--- config.mk ---
export PLATFORM = sky130hd
export DESIGN_NAME = if_prefetch_unit
export DESIGN_NICKNAME = d
export VERILOG_FILES = /design/src/rtl/if_pkg.sv /design/src/rtl/fetch_ring.sv /design/src/rtl/if_prefetch_unit.sv
export SDC_FILE = /design/constraint.sdc
export NUM_CORES = 1
export LEC_CHECK = 0
export CORE_UTILIZATION = 24
export DETAILED_ROUTE_END_ITERATION = 12
export GPL_TIMING_DRIVEN = 0
export SYNTH_ARGS = -nofsm -noshare
export SYNTH_HDL_FRONTEND = slang
export SYNTH_SLANG_ARGS = --single-unit
--- constraint.sdc ---
create_clock -name clk -period 19.8 [get_ports clk]
set_clock_uncertainty 0.1 [all_clocks]
set_input_delay 3.96 -clock clk [delete_from_list [all_inputs] [get_ports clk]]
set_output_delay 3.96 -clock clk [all_outputs]
set_load 0.02 [all_outputs]
--- src/rtl/if_pkg.sv ---
// Shared widths, the RISC-V NOP encoding and the prefetch-queue entry layout
// for the instruction-fetch front end.
package if_pkg;

  localparam int IF_ADDR_WIDTH  = 32;
  localparam int IF_INSTR_WIDTH = 32;

  // addi x0, x0, 0 -- bubble that decode can insert while id_valid is low
  localparam logic [IF_INSTR_WIDTH-1:0] IF_RV_NOP = 32'h0000_0013;

  typedef struct packed {
    logic [IF_ADDR_WIDTH-1:0]  pc;
    logic [IF_INSTR_WIDTH-1:0] instr;
    logic                      filled;
  } fetch_entry_t;

  function automatic int ptr_width(input int depth);
    return (depth > 1) ? $clog2(depth) : 1;
  endfunction

endpackage

--- src/rtl/fetch_ring.sv ---
// Prefetch ring storage: entries plus head/alloc/fill pointers, the
// allocated-entry level and the count of allocated-but-unfilled entries.
module fetch_ring
  import if_pkg::*;
#(
  parameter int ADDR_WIDTH  = IF_ADDR_WIDTH,
  parameter int INSTR_WIDTH = IF_INSTR_WIDTH,
  parameter int DEPTH       = 4
) (
  input  logic                      clk,
  input  logic                      rst,
  input  logic                      flush,
  input  logic                      alloc_en,
  input  logic [ADDR_WIDTH-1:0]     alloc_pc,
  input  logic                      fill_en,
  input  logic [INSTR_WIDTH-1:0]    fill_instr,
  input  logic                      pop_en,
  output logic                      head_filled,
  output logic [ADDR_WIDTH-1:0]     head_pc,
  output logic [INSTR_WIDTH-1:0]    head_instr,
  output logic [ptr_width(DEPTH):0] level,
  output logic [ptr_width(DEPTH):0] pending
);

  localparam int PTR_W = ptr_width(DEPTH);
  localparam int CNT_W = PTR_W + 1;

  typedef struct packed {
    logic [ADDR_WIDTH-1:0]  pc;
    logic [INSTR_WIDTH-1:0] instr;
    logic                   filled;
  } entry_t;

  entry_t           entries [DEPTH];
  logic [PTR_W-1:0] head_ptr;
  logic [PTR_W-1:0] alloc_ptr;
  logic [PTR_W-1:0] fill_ptr;

  assign head_filled = entries[head_ptr].filled;
  assign head_pc     = entries[head_ptr].pc;
  assign head_instr  = entries[head_ptr].instr;

  // Alloc, fill and pop never target the same slot: alloc writes a free
  // slot, fill the oldest unfilled one, pop only a filled head.
  always_ff @(posedge clk or posedge rst) begin
    if (rst) begin
      head_ptr  <= '0;
      alloc_ptr <= '0;
      fill_ptr  <= '0;
      level     <= '0;
      pending   <= '0;
      for (int i = 0; i < DEPTH; i++) entries[i] <= '0;
    end else if (flush) begin
      head_ptr  <= '0;
      alloc_ptr <= '0;
      fill_ptr  <= '0;
      level     <= '0;
      pending   <= '0;
      for (int i = 0; i < DEPTH; i++) entries[i].filled <= 1'b0;
    end else begin
      if (alloc_en) begin
        entries[alloc_ptr].pc     <= alloc_pc;
        entries[alloc_ptr].filled <= 1'b0;
        alloc_ptr                 <= alloc_ptr + 1'b1;
      end
      if (fill_en) begin
        entries[fill_ptr].instr  <= fill_instr;
        entries[fill_ptr].filled <= 1'b1;
        fill_ptr                 <= fill_ptr + 1'b1;
      end
      if (pop_en) begin
        entries[head_ptr].filled <= 1'b0;
        head_ptr                 <= head_ptr + 1'b1;
      end
      level   <= level + CNT_W'(alloc_en) - CNT_W'(pop_en);
      pending <= pending + CNT_W'(alloc_en) - CNT_W'(fill_en);
    end
  end

endmodule

--- src/rtl/if_prefetch_unit.sv ---
// Decoupled instruction-fetch front end: in-order req/gnt/rvalid fetches into
// a DEPTH-entry queue drained by decode over valid/ready; redirect flushes.
module if_prefetch_unit
  import if_pkg::*;
#(
  parameter int                    ADDR_WIDTH  = IF_ADDR_WIDTH,
  parameter int                    INSTR_WIDTH = IF_INSTR_WIDTH,
  parameter int                    DEPTH       = 4,
  parameter logic [ADDR_WIDTH-1:0] RESET_PC    = '0
) (
  input  logic                      clk,
  input  logic                      rst,
  output logic                      imem_req,
  output logic [ADDR_WIDTH-1:0]     imem_addr,
  input  logic                      imem_gnt,
  input  logic                      imem_rvalid,
  input  logic [INSTR_WIDTH-1:0]    imem_rdata,
  input  logic                      redirect,
  input  logic [ADDR_WIDTH-1:0]     redirect_pc,
  output logic                      id_valid,
  input  logic                      id_ready,
  output logic [ADDR_WIDTH-1:0]     id_pc,
  output logic [ADDR_WIDTH-1:0]     id_next_pc,
  output logic [INSTR_WIDTH-1:0]    id_instr,
  output logic [ptr_width(DEPTH):0] q_level
);

  localparam int PTR_W = ptr_width(DEPTH);
  localparam int CNT_W = PTR_W + 1;
  // Back-to-back redirects can stack stale responses beyond one ring's worth
  localparam int DROP_W = CNT_W + 1;
  localparam logic [CNT_W-1:0] FULL = CNT_W'(DEPTH);

  logic [ADDR_WIDTH-1:0] fetch_pc;
  logic [DROP_W-1:0]     drop_cnt;
  logic [CNT_W-1:0]      level;
  logic [CNT_W-1:0]      pending;
  logic                  head_filled;
  logic                  grant;
  logic                  fill;
  logic                  dropping;
  logic                  pop;
  logic                  unused_pc_lsbs;

  assign imem_req   = !rst && !redirect && (level < FULL);
  assign imem_addr  = fetch_pc;
  assign grant      = imem_req && imem_gnt;
  assign dropping   = imem_rvalid && (drop_cnt != '0);
  assign fill       = imem_rvalid && (drop_cnt == '0) && (pending != '0);
  assign id_valid   = head_filled && (level != '0) && !redirect;
  assign pop        = id_valid && id_ready;
  assign id_next_pc = id_pc + ADDR_WIDTH'(4);
  assign q_level    = level;

  assign unused_pc_lsbs = ^redirect_pc[1:0];

  always_ff @(posedge clk or posedge rst) begin
    if (rst) begin
      fetch_pc <= RESET_PC;
      drop_cnt <= '0;
    end else if (redirect) begin
      fetch_pc <= {redirect_pc[ADDR_WIDTH-1:2], 2'b00};
      // Every response still owed for an unfilled entry becomes stale
      drop_cnt <= drop_cnt + DROP_W'(pending) - DROP_W'(dropping || fill);
    end else begin
      if (grant)    fetch_pc <= fetch_pc + ADDR_WIDTH'(4);
      if (dropping) drop_cnt <= drop_cnt - 1'b1;
    end
  end

  fetch_ring #(
    .ADDR_WIDTH  (ADDR_WIDTH),
    .INSTR_WIDTH (INSTR_WIDTH),
    .DEPTH       (DEPTH)
  ) u_ring (
    .clk         (clk),
    .rst         (rst),
    .flush       (redirect),
    .alloc_en    (grant),
    .alloc_pc    (fetch_pc),
    .fill_en     (fill),
    .fill_instr  (imem_rdata),
    .pop_en      (pop),
    .head_filled (head_filled),
    .head_pc     (id_pc),
    .head_instr  (id_instr),
    .level       (level),
    .pending     (pending)
  );

  a_no_orphan_rvalid: assert property (@(posedge clk) disable iff (rst)
    !(imem_rvalid && (drop_cnt == '0) && (pending == '0)));

endmodule

* Word level (Yosys, flattened, before mapping)
Cells that the tools add are included.
** Word-level totals
- Register bits :: 308
- Bits in latches :: 0
- Bits in writable memories :: 0
- Memory bits (read-only) :: 0
- Output and inout port bits :: 133
- Logic and storage cells :: 103
- Memories :: 0
** Cells by class
- Add/subtract/negate cells :: 12
- Multipliers :: 0
- Divide/modulo/power cells :: 0
- Magnitude comparators :: 7
- Eq/ne operators :: 0
- Shift-type cells :: 0
- Mux-type cells :: 39
- Bitwise gates (word level) :: 3
- Reductions and logical operators :: 23
** Operator list (number)
- 260-bit bitwise mux :: 5
- 260-bit 2-to-1 mux :: 5
- 65-bit demux with 2-bit select :: 5
- 65-bit 2-to-1 mux :: 3
- 65-bit binary-select mux with 2-bit select :: 1
- 32-bit by 3-bit adder with 32-bit output (second input constant) :: 2
- 32-bit 2-to-1 mux :: 2
- 33-bit 2-to-1 mux :: 1
- 1-bit logical AND :: 12
- 2-bit 2-to-1 mux :: 6
- 3-bit greater-or-equal comparator (second input constant) :: 3
- 3-bit by 1-bit < comparator with 1-bit output (second input constant) :: 3
- 2-bit inverter with 3-bit output :: 3
- 4-bit 2-to-1 mux :: 2
- 2-bit nonzero test :: 4
- 1-bit 2-to-1 mux :: 7
- 2-bit by 1-bit adder with 2-bit output (second input constant) :: 3
- 3-bit by 1-bit adder with 3-bit output :: 2
- 3-bit 2-to-1 mux :: 2
- 3-bit nonzero test :: 2
- 3-bit by 1-bit subtractor with 3-bit output :: 2
- 4-bit by 3-bit adder with 4-bit output :: 1
- 4-bit zero test :: 1
- 4-bit nonzero test :: 1
- 5 further kinds :: 6

* Depth between registers and ports, before layout
Gate-level depths: netlist of run 1.
- Depth in word-level cells :: 16
- Depth in mapped cells :: 13
- Gate-level depth less buffers :: 13

* Modules after synthesis
A second synthesis of run 1 with hierarchy kept.
** Second synthesis, totals
- Cells, all modules :: 1061
- Area total of the unflattened synthesis :: 14991.9 um2
** Modules (own cells, without submodules)
- fetch_ring :: instances 1, cells each 708, area an instance 12139.1 um2, sequential area each 6806.5 um2
- if_prefetch_unit :: instances 1, cells each 353, area an instance 2852.7 um2, sequential area each 850.8 um2

* Least setup slack after synthesis of run 1
Ideal clock, no wire load.
- Path type :: input -> output
- Start :: input port redirect
- End :: output port imem_req
- Arrival :: 5.031 ns
- Required time :: 15.740 ns
- Slack :: 10.709 ns
- Cell stages on the path :: 4
- Cells stage by stage :: clkbuf_1 -> clkbuf_1 -> buf_1 -> nor3_1
** On the way
- Longest elaborated chain between the ends :: 3
** RTL lines
- from (decl) :: RTL line if_prefetch_unit.sv:18 : input logic redirect,
- 1-bit zero test :: RTL line if_prefetch_unit.sv:45 : assign imem_req = !rst && !redirect && (level < FULL);
- 1-bit logical AND (2 in series) :: RTL line if_prefetch_unit.sv:45
- to (decl) :: RTL line if_prefetch_unit.sv:13 : output logic imem_req,
No other way between the ends.

* Worst setup path in the final report of run 1
Same ends and word-level chain as after synthesis.

==> flow_summary.toml, run 1 <==
[global_route]
grt_pass1_wl_mm = 60.8
antenna_found_initial = 3
grt_pass1_vias = 9938
overflow = 0
track_usage = 0.131
grt_max_degree = 126

[timing]
hold_viol = 0
setup_viol = 0
post-route-min-period_ns = 10.40
clock.fmax_ghz = 0.0961
tns_ns = 0
finalWorstSetupSlack_ns = 9.40
slew_viol_final = 0
min_period_over_period = 0.525
worst_pin_slew_ns = 1.05
rsz0062_at_grt = "false"
max_slew_margin = 0.297

[clock_tree]
htree_levels = 2
cts_tree = "yes"
cts_buffer_depth = 3
ctsResizeCount = 0
cts.sinks = 298
clk_latency_ns = 0.55
path_clk_slew_ns = 0.06
ctsHoldBuffers = 0
post-cts-setup-buffers = 0
cts_made_buffers = 36
root_buffer = "clkbuf_16"

[worst_setup_path]
r2r_setup_slack_ns = 16.30
path_cells = "clkbuf_1, clkbuf_1, buf_1, nor3_1, clkdlybuf4s50_1"
max_stage_delay_ns = 0.62
cp.required_ns = 15.74
cp-start-kind = "input port"
critPathKind = "in -> out"
crit_path_top_delay_cell = "clkdlybuf4s50_1"
end_kind = "output port"
critPathMaxFanout = 10
critPathMostFrequentCell = "clkbuf_1"
critPathArrivalTime_ns = 6.34

[routing]
wl_mm = 40.2
vias = 9531
avgRoutedWirePerCell_um = 19.2
ant_nets = 0
drc = 0
drt_iter0_drc = 423
vias_per_cell = 4.55
dr.pass1.iters = 4

[worst_hold_path]
hold_path_class = "reg -> reg"

[yosys]
synth_most_common_cell = "dfrtp_1"
ys_seq_area_frac = 0.514
avgSynthCellArea_um2 = 13.8
synthTopCellsByCount = "dfrtp_1 (298), mux2_2 (245), nand2_1 (71), mux4_2 (53), xnor2_1 (35)"
ys.flop_type = "dfrtp_1"
async_flop_share = 1.00
syn_area_um2 = 14500
yosysTopAreaCell = "dfrtp_1"
syn_inst = 1055
synth_cell_types = 54
synth-seq-cells = 298
synth_top_area_frac = 0.514
synth_edf_count = 0
synth.area.top_cells = "dfrtp_1 (51%), mux2_2 (19%), mux4_2 (8.2%)"
ys_warn_count = 0

[finish]
regArea_um2 = 7460
multiInputGateArea_um2 = 6560
drive_above_1_share = 0.306
area_growth_syn_to_layout_pct = 28.8
nNetsFinal = 1392
fillers = 5924
final_area_um2 = 18700

[power]
leakagePower_uw = 0.00831
p_per_area_nw_per_um2 = 106
ir_worst_vdd_uv = 52.6

[die]
coreArea_um2 = 59400
num_rows = 89
dieHeight_um = 248
io_pins = 203
start_util = 0.244
die_area_um2 = 61400
die_width_um = 248

[placement]
dpl_cell_area_um2 = 17500
hpwl_mm = 28.8
gp_congestion = 0.783
pre_cts_ws_ns = 9.38
port_buffers = 193

[flow_run]
drv_cap = 0

[outcome]
status = "finished clean"
state kept, by name, indices dropped and copies added, names as in the netlist:
| register | cells |
|---|---|
| u_ring.level | 3 |
| u_ring.pending | 3 |
| u_ring.alloc_ptr | 2 |
| u_ring.fill_ptr | 2 |
| u_ring.entries | 252 |
| u_ring.head_ptr | 2 |
| drop_cnt | 4 |
| imem_addr | 30 |
metrics by stage:
step                      instances  hold WS [ns]  power [uW]  utilization
final                          2093         0.389        1990        0.315
after global routing           2092         0.408        2090        0.315
after CTS                      2092         0.388        2020        0.315
after detailed placement       2028         0.375        1330        0.295
after global placement         2026         0.359        1320        0.294
after floorplan                1060         0.345        1080            -
kinds of logic (layout without fill, tap and decap cells):
kind of cell,count (synthesis),in the layout,share of synthesized area
AOI/OAI and AO/OA,50,50,0.0196
DFF,298,298,0.514
muxes,310,310,0.292
and+or+nand+nor,196,196,0.0741
buffers and inverters,107,366,0.0349
other,1,7,0.000258
xor gates and xnor gates,64,64,0.0386
adders and majority gates,29,29,0.0266
cell type report:
class                   count  area share
clock inverters            11     0.00770
plain buffers              76      0.0209
multi-input cells         655       0.351
clock buffers              53      0.0565
diodes                      1    0.000134
flip-flops and latches    298       0.399
well taps                 773      0.0517
inverters                  31     0.00663
repair buffers            195       0.106
layer usage:
metal	wire length, um	GRT usage	up-vias
met3	2700	0.0358	59
li1	-	-	4282
met1	17600	0.168	4929
met2	19000	0.216	255
met5	42	0	-
met4	871	0.0379	6
cells in the final DEF, fill, tap and decap left out, types with 3 or more instances in the layout:
cell             count
a21oi_1              4
a22oi_1              5
and2_1               3
and3_1               7
and4_1               5
buf_1               10
buf_2               22
buf_4                8
bufinv_16            3
clkbuf_1            39
clkbuf_16           37
clkbuf_8             9
clkdlybuf4s50_1    193
clkinv_2             4
conb_1               6
dfrtp_1            298
fa_1                 3
ha_1                26
inv_1               30
mux2_2             245
mux4_1              10
mux4_2              53
nand2_1             71
nand3_1             14
nand3b_1             5
nand4_1             18
nand4_2              3
nor2_1              22
nor2b_1              5
nor3_1              10
nor3b_1              4
nor4_1              14
o21ai_0             32
xnor2_1             35
xor2_1              29
power by group:
group,switching [uW],total [uW],internal (uW)
sequential,49.4,747,697
combinational,285,570,285
clock,264,673,409
path summary, 6_finish.rpt:
kind,startpoint,depth (start not counted),end
min in group asynchronous,rst,2,u_ring.entries[54]$_DFFE_PP0P_
setup reg to reg,u_ring.head_ptr[0]$_DFFE_PP0P_,13,u_ring.level[2]$_DFF_PP0_
hold reg to reg,u_ring.entries[56]$_DFFE_PP0P_,2,u_ring.entries[56]$_DFFE_PP0P_
max in group asynchronous,rst,4,u_ring.entries[80]$_DFFE_PP0P_
hold / removal,u_ring.entries[56]$_DFFE_PP0P_,2,u_ring.entries[56]$_DFFE_PP0P_
setup / recovery,redirect,5,imem_req
critical path: cells and delay by family:
kind	cells	cell delay, ns
buf+inv	4	2.24
simple gates	1	0.12
Note: power is estimated with default switching activity, not from simulation.
==> run 2: changes to the inputs <==
Clock period 19.8 ns to 8.5 ns, I/O delays scaled along.
==> flow_summary.toml, run 2 (synthesis gave the netlist of run 1 again) <==
[outcome]
status = "finished clean"

[power]
swShare = 0.297
power.switching_uw = 1400
clockPowerShare = 0.351
p_per_area_nw_per_um2 = 251
power_frac_seq = 0.368
ir_worst_vdd_uv = 148
p_comb_frac = 0.281
intPower_uw = 3320
leakagePower_uw = 0.00839

[timing]
hold_viol = 0
worst_pin_slew_ns = 1.06
hold_ws_ns = 0.379
finalWorstSetupSlack_ns = 2.63
setup_viol = 0
clock.fmax_ghz = 0.170
max_slew_margin = 0.286
min_period_over_period = 0.690
rsz0062_at_grt = "false"
slew_viol_final = 0
tns_ns = 0
post-route-min-period_ns = 5.87

[worst_setup_path]
r2r_setup_slack_ns = 5.05
reg2reg_from = "u_ring.head_ptr[0]$_DFFE_PP0P_"
critPathMaxFanout = 10
cp-startpoint = "redirect"
end_kind = "output port"
r2r_cells = 13
critPathKind = "in -> out"
cp-start-kind = "input port"
endpoint = "imem_req"
critPathArrivalTime_ns = 4.07
cp.required_ns = 6.70
r2r_end = "u_ring.level[2]$_DFF_PP0_"

[flow_run]
drv_cap = 0

[clock_tree]
htree_levels = 2
post-cts-setup-buffers = 0
cts_tree = "yes"
ctsResizeCount = 0
cts.sinks = 298
cts_buffer_depth = 3
ctsHoldBuffers = 0
path_clk_slew_ns = 0.05
cts_made_buffers = 37
clk_latency_ns = 0.54
root_buffer = "clkbuf_16"

[routing]
drt_iter0_drc = 513
avgRoutedWirePerCell_um = 19.0
vias = 9588
dr.pass1.iters = 5
wl_mm = 39.9
drc = 0
ant_nets = 0
vias_per_cell = 4.56

[worst_hold_path]
holdCritStartpoint = "drop_cnt[3]$_DFFE_PP0P_"
hold_path_class = "reg -> reg"

[placement]
dpl_cell_area_um2 = 17600
pre_cts_ws_ns = 2.60
port_buffers = 193
gp_congestion = 0.818
hpwl_mm = 29.2
dp_cells = 2033

[global_route]
overflow = 0
grt_max_degree = 44
grt_pass1_wl_mm = 61.6
grt_pass1_vias = 10000
antenna_found_initial = 2
track_usage = 0.132

[finish]
nNetsFinal = 1398
layout_commonest_cell = "dfrtp_1"
largest_register = "u_ring.entries"
final_cell_mix = "dfrtp_1 (298), mux2_2 (245), clkdlybuf4s50_1 (193)"
largest_reg_flops = 252
final_cell_count_no_fill = 2102
area_growth_syn_to_layout_pct = 30.0
drive_above_1_share = 0.312
final_area_um2 = 18900

[die]
io_pins = 203
dieHeight_um = 248
coreArea_um2 = 59400
die_area_um2 = 61400
num_rows = 89
die_width_um = 248
start_util = 0.244
[run 2: changes by cell type in the layout (fill, tap and decap cells not counted)]
cell / delta
buf_12: +7
clkinv_2: +4
clkbuf_8: -3
buf_16: -2
bufinv_16: +2
clkbuf_16: +2
clkbuf_1: -1
clkinvlp_4: +1
inv_8: -1
[run 2: cell type report]
| type | count | area, um2 |
|---|---|---|
| Inverter | 31 | 120 |
| Clock inverter | 17 | 224 |
| Tap cell | 773 | 967 |
| Clock buffer | 51 | 1060 |
| Buffer | 76 | 390 |
| Sequential cell | 298 | 7460 |
| Antenna cell | 1 | 2.50 |
| Fill cell | 5948 | 40500 |
| Timing Repair Buffer | 200 | 2070 |
| Multi-Input combinational cell | 655 | 6560 |
[run 2: per-layer routing]
metal | track usage | up-vias | part of all wire
met5 | 0 | - | 0.00065
met4 | 0.0455 | 4 | 0.028
met3 | 0.0353 | 71 | 0.072
met2 | 0.212 | 300 | 0.47
met1 | 0.172 | 4914 | 0.43
li1 | - | 4299 | -
[run 2: worst min path at each step]
stage | end | slack (ns) | cells after the start
6_report | drop_cnt[3]$_DFFE_PP0P_ | 0.38 | 1
5_1_grt | drop_cnt[3]$_DFFE_PP0P_ | 0.40 | 1
4_1_cts | drop_cnt[3]$_DFFE_PP0P_ | 0.39 | 1
3_5_place_dp | drop_cnt[3]$_DFFE_PP0P_ | 0.38 | 1
3_3_place_gp | u_ring.entries[56]$_DFFE_PP0P_ | 0.36 | 2
2_1_floorplan | u_ring.entries[121]$_DFFE_PP0P_ | 0.34 | 2
[run 2: stage by stage]
stage	power, uW	util
CTS	4790	0.318
global route	4960	0.318
finish	4730	0.318
floorplan	2520	-
detailed placement	3100	0.296
global placement	3070	0.294
[run 2: power groups by stage]
| stage | logic, uW | registers [uW] | clock network, uW |
|---|---|---|---|
| after floorplan | 776 | 1740 | 0 |
| after global placement | 1310 | 1750 | 0 |
| after detailed placement | 1340 | 1760 | 0 |
| after CTS | 1350 | 1740 | 1710 |
| after global routing | 1430 | 1770 | 1760 |
| final | 1330 | 1740 | 1660 |
[run 2: critical path: stages]
cell	delay (ns)
clkbuf_1	0.50
clkbuf_1	0.57
buf_1	0.55
nor3_1	0.11
clkdlybuf4s50_1	0.61
==> run 3: changes to the inputs <==
Clock period 8.5 ns to 5.79 ns, I/O delays scaled along.
==> results of run 3 <==
The final DEF is identical to that of run 2. Status: finished clean.
Among the figures that moved: setup slack after placement 2.60 ns -> 0.973 ns; clock-pin slew on the worst setup and hold paths 0.05 ns -> 0.06 ns; setup slack after layout 2.63 ns -> 0.779 ns; start point of the critical path redirect -> u_ring.head_ptr[1]$_DFFE_PP0P_; end point of the critical path imem_req -> id_instr[4]; register-to-register setup slack 5.05 ns -> 2.34 ns; total power 4730 uW -> 6940 uW; worst IR drop on VDD 148 uV -> 217 uV
